[src/rtl/lu_hit_gen_pkg.sv]
// Shared sizes, FSM state encodings and helpers for the lookup hit generator.
// Widths here must track the candidate accumulator that consumes hit_o.
package lu_hit_gen_pkg;

  localparam int LANES        = 4;
  localparam int LU_BUS_SZ    = LANES;
  localparam int ENTRY_W      = 8;
  localparam int ENTRY_SZ     = ENTRY_W;
  localparam int ADDR_W       = 4;
  localparam int LU_ADDR_SZ   = ADDR_W;
  localparam int CNT_W        = 7;
  localparam int CANDIDATE_SZ = 7;
  localparam int LANE_W       = $clog2(LANES);
  localparam int WORD_W       = ADDR_W + 1;
  localparam int MAX_ENT      = LANES * (2 ** ADDR_W);

  typedef logic [2:0] state_t;

  localparam logic [2:0] S_IDLE = 3'd0;
  localparam logic [2:0] S_CLR  = 3'd1;
  localparam logic [2:0] S_RD   = 3'd2;
  localparam logic [2:0] S_DRN  = 3'd3;
  localparam logic [2:0] S_WAIT = 3'd4;
  localparam logic [2:0] S_DONE = 3'd5;

  typedef struct packed {
    logic [ENTRY_W-1:0] query;
    logic [ENTRY_W-1:0] mask;
    logic [CNT_W-1:0]   num_ent;
    logic [WORD_W-1:0]  words;
  } cfg_t;

  // Oversized counts are clamped so the word address can never wrap.
  function automatic logic [CNT_W-1:0] sat_ent(input logic [CNT_W-1:0] n);
    return (n > CNT_W'(MAX_ENT)) ? CNT_W'(MAX_ENT) : n;
  endfunction

  function automatic logic [WORD_W-1:0] word_cnt(input logic [CNT_W-1:0] n);
    logic [CNT_W-1:0] s;
    s = n + CNT_W'(LANES - 1);
    return s[CNT_W-1:LANE_W];
  endfunction

endpackage

[src/rtl/lu_hit_gen_lane_cmp.sv]
// Single-lane masked compare: a lane hits when every masked bit of the entry
// equals the query and the lane holds a valid table entry.
module lu_hit_gen_lane_cmp
  import lu_hit_gen_pkg::*;
(
  input  logic [ENTRY_W-1:0] entry_i,
  input  logic [ENTRY_W-1:0] query_i,
  input  logic [ENTRY_W-1:0] mask_i,
  input  logic               lane_vld_i,
  output logic               hit_o
);

  assign hit_o = lane_vld_i && (((entry_i ^ query_i) & mask_i) == '0);

endmodule

[src/rtl/lu_hit_gen.sv]
// Table scan front end: sequences reads of the packed entry table, compares each
// lane against the latched query/mask and feeds registered hits to the accumulator.
module lu_hit_gen
  import lu_hit_gen_pkg::*;
(
  input  logic                     clk_i,
  input  logic                     rst_i,
  input  logic                     start_i,
  input  logic [ENTRY_W-1:0]       query_i,
  input  logic [ENTRY_W-1:0]       mask_i,
  input  logic [CNT_W-1:0]         num_ent_i,
  output logic                     mem_rd_o,
  output logic [ADDR_W-1:0]        mem_addr_o,
  input  logic [LANES*ENTRY_W-1:0] mem_data_i,
  output logic [LANES-1:0]         hit_o,
  output logic                     acc_en_o,
  output logic                     acc_clear_o,
  output logic                     busy_o,
  output logic                     done_o
);

  state_t            state_q, state_d;
  cfg_t              cfg_q, cfg_d;
  logic [WORD_W-1:0] wcnt_q, wcnt_d;
  logic              rd_vld_q, rd_vld_d;
  logic [LANES-1:0]  lane_vld_q, lane_vld_d;
  logic [LANES-1:0]  hit_q, hit_d;
  logic              acc_en_q, acc_en_d;
  logic [LANES-1:0]  lane_hit;
  logic              rd_en;
  logic              last_word;

  assign rd_en     = (state_q == S_RD);
  assign last_word = (wcnt_q == cfg_q.words - 1'b1);

  always_comb begin
    state_d = state_q;
    cfg_d   = cfg_q;
    wcnt_d  = wcnt_q;
    case (state_q)
      S_IDLE: begin
        if (start_i) begin
          state_d       = S_CLR;
          cfg_d.query   = query_i;
          cfg_d.mask    = mask_i;
          cfg_d.num_ent = sat_ent(num_ent_i);
          cfg_d.words   = word_cnt(sat_ent(num_ent_i));
          wcnt_d        = '0;
        end
      end
      S_CLR:  state_d = (cfg_q.num_ent != '0) ? S_RD : S_WAIT;
      S_RD: begin
        wcnt_d = wcnt_q + 1'b1;
        if (last_word) state_d = S_DRN;
      end
      // Leave drain once the final word has moved from the data stage into hit_q.
      S_DRN:  if (!rd_vld_q) state_d = S_WAIT;
      S_WAIT: state_d = S_DONE;
      S_DONE: state_d = S_IDLE;
      default: state_d = S_IDLE;
    endcase
  end

  // Lane validity travels alongside the read so it lines up with returning data.
  always_comb begin
    rd_vld_d = rd_en;
    for (int k = 0; k < LANES; k++) begin
      lane_vld_d[k] = rd_en && ({wcnt_q, LANE_W'(k)} < cfg_q.num_ent);
    end
    hit_d    = rd_vld_q ? lane_hit : '0;
    acc_en_d = rd_vld_q;
  end

  generate
    for (genvar gi = 0; gi < LANES; gi++) begin : g_lane
      lu_hit_gen_lane_cmp u_cmp (
        .entry_i    (mem_data_i[gi*ENTRY_W +: ENTRY_W]),
        .query_i    (cfg_q.query),
        .mask_i     (cfg_q.mask),
        .lane_vld_i (lane_vld_q[gi]),
        .hit_o      (lane_hit[gi])
      );
    end
  endgenerate

  always_ff @(posedge clk_i) begin
    if (rst_i) begin
      state_q    <= S_IDLE;
      cfg_q      <= '0;
      wcnt_q     <= '0;
      rd_vld_q   <= 1'b0;
      lane_vld_q <= '0;
      hit_q      <= '0;
      acc_en_q   <= 1'b0;
    end else begin
      state_q    <= state_d;
      cfg_q      <= cfg_d;
      wcnt_q     <= wcnt_d;
      rd_vld_q   <= rd_vld_d;
      lane_vld_q <= lane_vld_d;
      hit_q      <= hit_d;
      acc_en_q   <= acc_en_d;
    end
  end

  assign mem_rd_o    = rd_en;
  assign mem_addr_o  = rd_en ? wcnt_q[ADDR_W-1:0] : '0;
  assign hit_o       = hit_q;
  assign acc_en_o    = acc_en_q;
  assign acc_clear_o = (state_q == S_CLR);
  assign busy_o      = (state_q != S_IDLE);
  assign done_o      = (state_q == S_DONE);

endmodule

[config.mk]
export PLATFORM = sky130hd
export DESIGN_NAME = lu_hit_gen
export DESIGN_NICKNAME = d
export VERILOG_FILES = /design/src/rtl/lu_hit_gen_pkg.sv /design/src/rtl/lu_hit_gen_lane_cmp.sv /design/src/rtl/lu_hit_gen.sv
export SDC_FILE = /design/constraint.sdc
export NUM_CORES = 1
export LEC_CHECK = 0
export CORE_UTILIZATION = 48
export CTS_CLUSTER_SIZE = 30
export DETAILED_ROUTE_END_ITERATION = 10
export MAX_ROUTING_LAYER = met4
export PLACE_DENSITY = 0.87
export SYNTH_ARGS = -nofsm -noshare
export SYNTH_HDL_FRONTEND = slang
export SYNTH_SLANG_ARGS = --single-unit
[constraint.sdc]
create_clock -name clk_i -period 1.75 [get_ports clk_i]
set_input_delay 0.4375 -clock clk_i [delete_from_list [all_inputs] [get_ports clk_i]]
set_output_delay 0.4375 -clock clk_i [all_outputs]
set_load 0.05 [all_outputs]
==> results.json <==
{
  "status": "finished, violations left",
  "violations": "setup timing",
  "grt_pass1_vias": 2432,
  "ys_seq_area_frac": 0.3656,
  "cp_data_required_time_ps": 1310,
  "clockRootBuffer": "clkbuf_8",
  "drv_cap": 0,
  "firstDrtPassIters": 7,
  "fin_crit_ps": 1927,
  "skew_ps": 9.546,
  "synth_area_per_cell_um2": 8.047,
  "hold_ws_ps": 435.8,
  "cp-start-kind": "flop",
  "cts_sinks": 46,
  "final_common_cell": "clkdlybuf4s50_1",
  "drt-initial-drc-count": 228,
  "crit_arrival_ps": 1490,
  "setup_viol": 8,
  "ys_ff_latch": 46,
  "powerDensity_nw_per_um2": 760.8,
  "vias_per_cell": 5.596,
  "worst_pin_slew_ps": 606.4,
  "worstPathMaxFanout": 3,
  "busiest_layer": "met2",
  "synth_area_um2": 2519,
  "clk_pin_slew_ps": 90,
  "syn_nets": 379,
  "antenna_left": 0,
  "critPathMaxStageDelay_ps": 440,
  "grt.overflow.total": 0,
  "synth_cell_types": 38,
  "fin_crit_sh": 1.101,
  "seq_area_um2": 932.1,
  "die_w_um": 74.44,
  "crit_path_top_delay_cell": "or3b_4",
  "clk_latency_ps": 310,
  "gp_congestion": 0.8573,
  "num_antenna_cells": 0,
  "track_usage": 0.2790,
  "antenna_found_initial": 0,
  "rows": 25,
  "hold_class": "flop to flop",
  "num_vias": 2630,
  "crit_top_cell": "buf_12",
  "multi_input_area_um2": 1543,
  "finalWorstSetupSlack_ps": -177.5,
  "io-pin-count": 71,
  "start_util": 0.5162,
  "core_um2": 4880,
  "synthToLayoutAreaGrowth_pct": 49.63,
  "worstSetupPathType": "flop to output port",
  "met3_usage": 0.04472,
  "cts.path.max_buffers": 2,
  "post-place-ws_ps": -325.8,
  "port_buffers": 70,
  "nets": 468,
  "rsz0062_at_grt": "yes",
  "p_leak_nw": 1.543,
  "regToRegSetupSlack_ps": -100,
  "syn_inst": 313,
  "fp.dieH_um": 74.44,
  "mostFrequentLayoutCells": "clkdlybuf4s50_1 (57), nand2_1 (55), dfxtp_1 (41)",
  "cts_max_level": 2,
  "die_area_um2": 5541,
  "use_met2": 0.4775,
  "cts_tree": "yes",
  "endpoint_kind": "output port",
  "final-hold-violation-count": 0,
  "wirelength_um": 7369,
  "maxSlewViolCount": 0,
  "nFillCells": 326,
  "yosys_warnings": 0,
  "path_cells": "or3b_4 -> buf_12 -> nor2_4 -> buf_12",
  "wire_per_inst_um": 15.68,
  "grt_util_met1": 0.3208,
  "hpwl_um": 5204,
  "cts_buffers": 5,
  "drcViolationCount": 0,
  "drive_gt1_frac": 0.1911,
  "relSlewSlack": 0.5920,
  "worst_ir_drop_vdd_uv": 497.2,
  "grt_max_degree": 30,
  "max_freq_mhz": 518.8,
  "grt_pass1_wl_um": 11140
}
-- Yosys cell counts, drive strengths merged --
cell | instances | share of area
nand2 | 55 | 0.082
dfxtp | 46 | 0.37
xor2 | 34 | 0.12
a21oi | 31 | 0.062
nor2 | 25 | 0.037
clkbuf | 12 | 0.018
a22oi | 11 | 0.033
inv | 11 | 0.016
buf | 9 | 0.018
ha | 8 | 0.040
a211oi | 7 | 0.021
nand3 | 7 | 0.014
xnor2 | 7 | 0.024
nand3b | 6 | 0.018
nor3 | 5 | 0.0099
a222oi | 4 | 0.016
nor2b | 4 | 0.0099
a311oi | 3 | 0.010
a31oi | 3 | 0.0075
and2 | 3 | 0.0075
o21ai | 3 | 0.0060
a21o | 2 | 0.0060
nand4 | 2 | 0.0050
nor3b | 2 | 0.0060
nor4 | 2 | 0.0050
or4b | 2 | 0.0094
a211o | 1 | 0.0035
clkinv | 1 | 0.0015
nor4b | 1 | 0.0060
o211ai | 1 | 0.0030
o21a | 1 | 0.0030
o22ai | 1 | 0.0025
or3 | 1 | 0.0025
or3b | 1 | 0.0035
xor3 | 1 | 0.0094
-- cells by family after synthesis --
group / synth area share
AND/OR/NAND/NOR: 0.2156
AO/OA/AOI/OAI: 0.1729
flip-flops: 0.3656
XOR/XNOR: 0.1520
buffers and inverters: 0.05414
adder cells (fa/ha/maj): 0.03974
-- state kept, by name (all words and copies together), names as in the netlist --
name        cells
cfg_q          28
wcnt_q          5
hit_o           4
lane_vld_q      4
state_q         3
acc_en_d        1
acc_en_o        1
-- power by group --
group	total (W)	switching (W)	internal (W)
Sequential	0.00121	0.0000909	0.00112
Clock	0.000719	0.000357	0.000362
Combinational	0.000940	0.000449	0.000492
-- layer usage --
layer,wire length (µm),part of all wire,vias to the layer above
met5,0,0,-
met4,210,0.028,0
met3,415,0.056,21
met2,3761,0.51,120
met1,2981,0.40,1243
li1,-,-,1246
-- per-stage QoR --
step | area (µm²) | setup TNS (ps) | cells | power (W) | utilization
2_1_floorplan | 2544 | 0 | 313 | 0.001687 | -
3_3_place_gp | 3458 | -5790 | 450 | 0.001994 | 0.7087
3_5_place_dp | 3458 | -6650 | 450 | 0.002027 | 0.7087
4_1_cts | 3642 | -789.0 | 463 | 0.002776 | 0.7464
5_1_grt | 3769 | -1417 | 470 | 0.002999 | 0.7723
6_report | 3769 | -973.7 | 470 | 0.002867 | 0.7723
-- critical path: cells and delay by family, from the launching register on --
kind	cells	cell delay (ps)
AND/OR/NAND/NOR	2	540
flip-flops	1	360
buffers and inverters	2	290
-- path summary, 6_finish.rpt --
| kind | from | end | depth (start not counted) |
|---|---|---|---|
| max | state_q[0] | mem_addr_o[0] | 4 |
| min | lane_vld_q[0] | hit_o[0] | 2 |
| max reg2reg | state_q[0] | cfg_q[0] | 5 |
| min reg2reg | lane_vld_q[0] | hit_o[0] | 2 |
-- cell type report --
type	count	area share
clock buffers	7	0.02556
flip-flops and latches	46	0.2473
repair buffers	103	0.2799
clock inverters	1	0.002324
multi-input cells	234	0.4094
well taps	67	0.02224
inverters	12	0.01328
-- repair_timing --
action | in CTS | in global routing
hold buffers | 0 | 0
endpoints found under the setup margin | 10 | 17
buffers inserted | 5 | 7
pin swaps | 2 | 3
resized for setup | 9 | 20
Power figures use the tool's default switching activity.
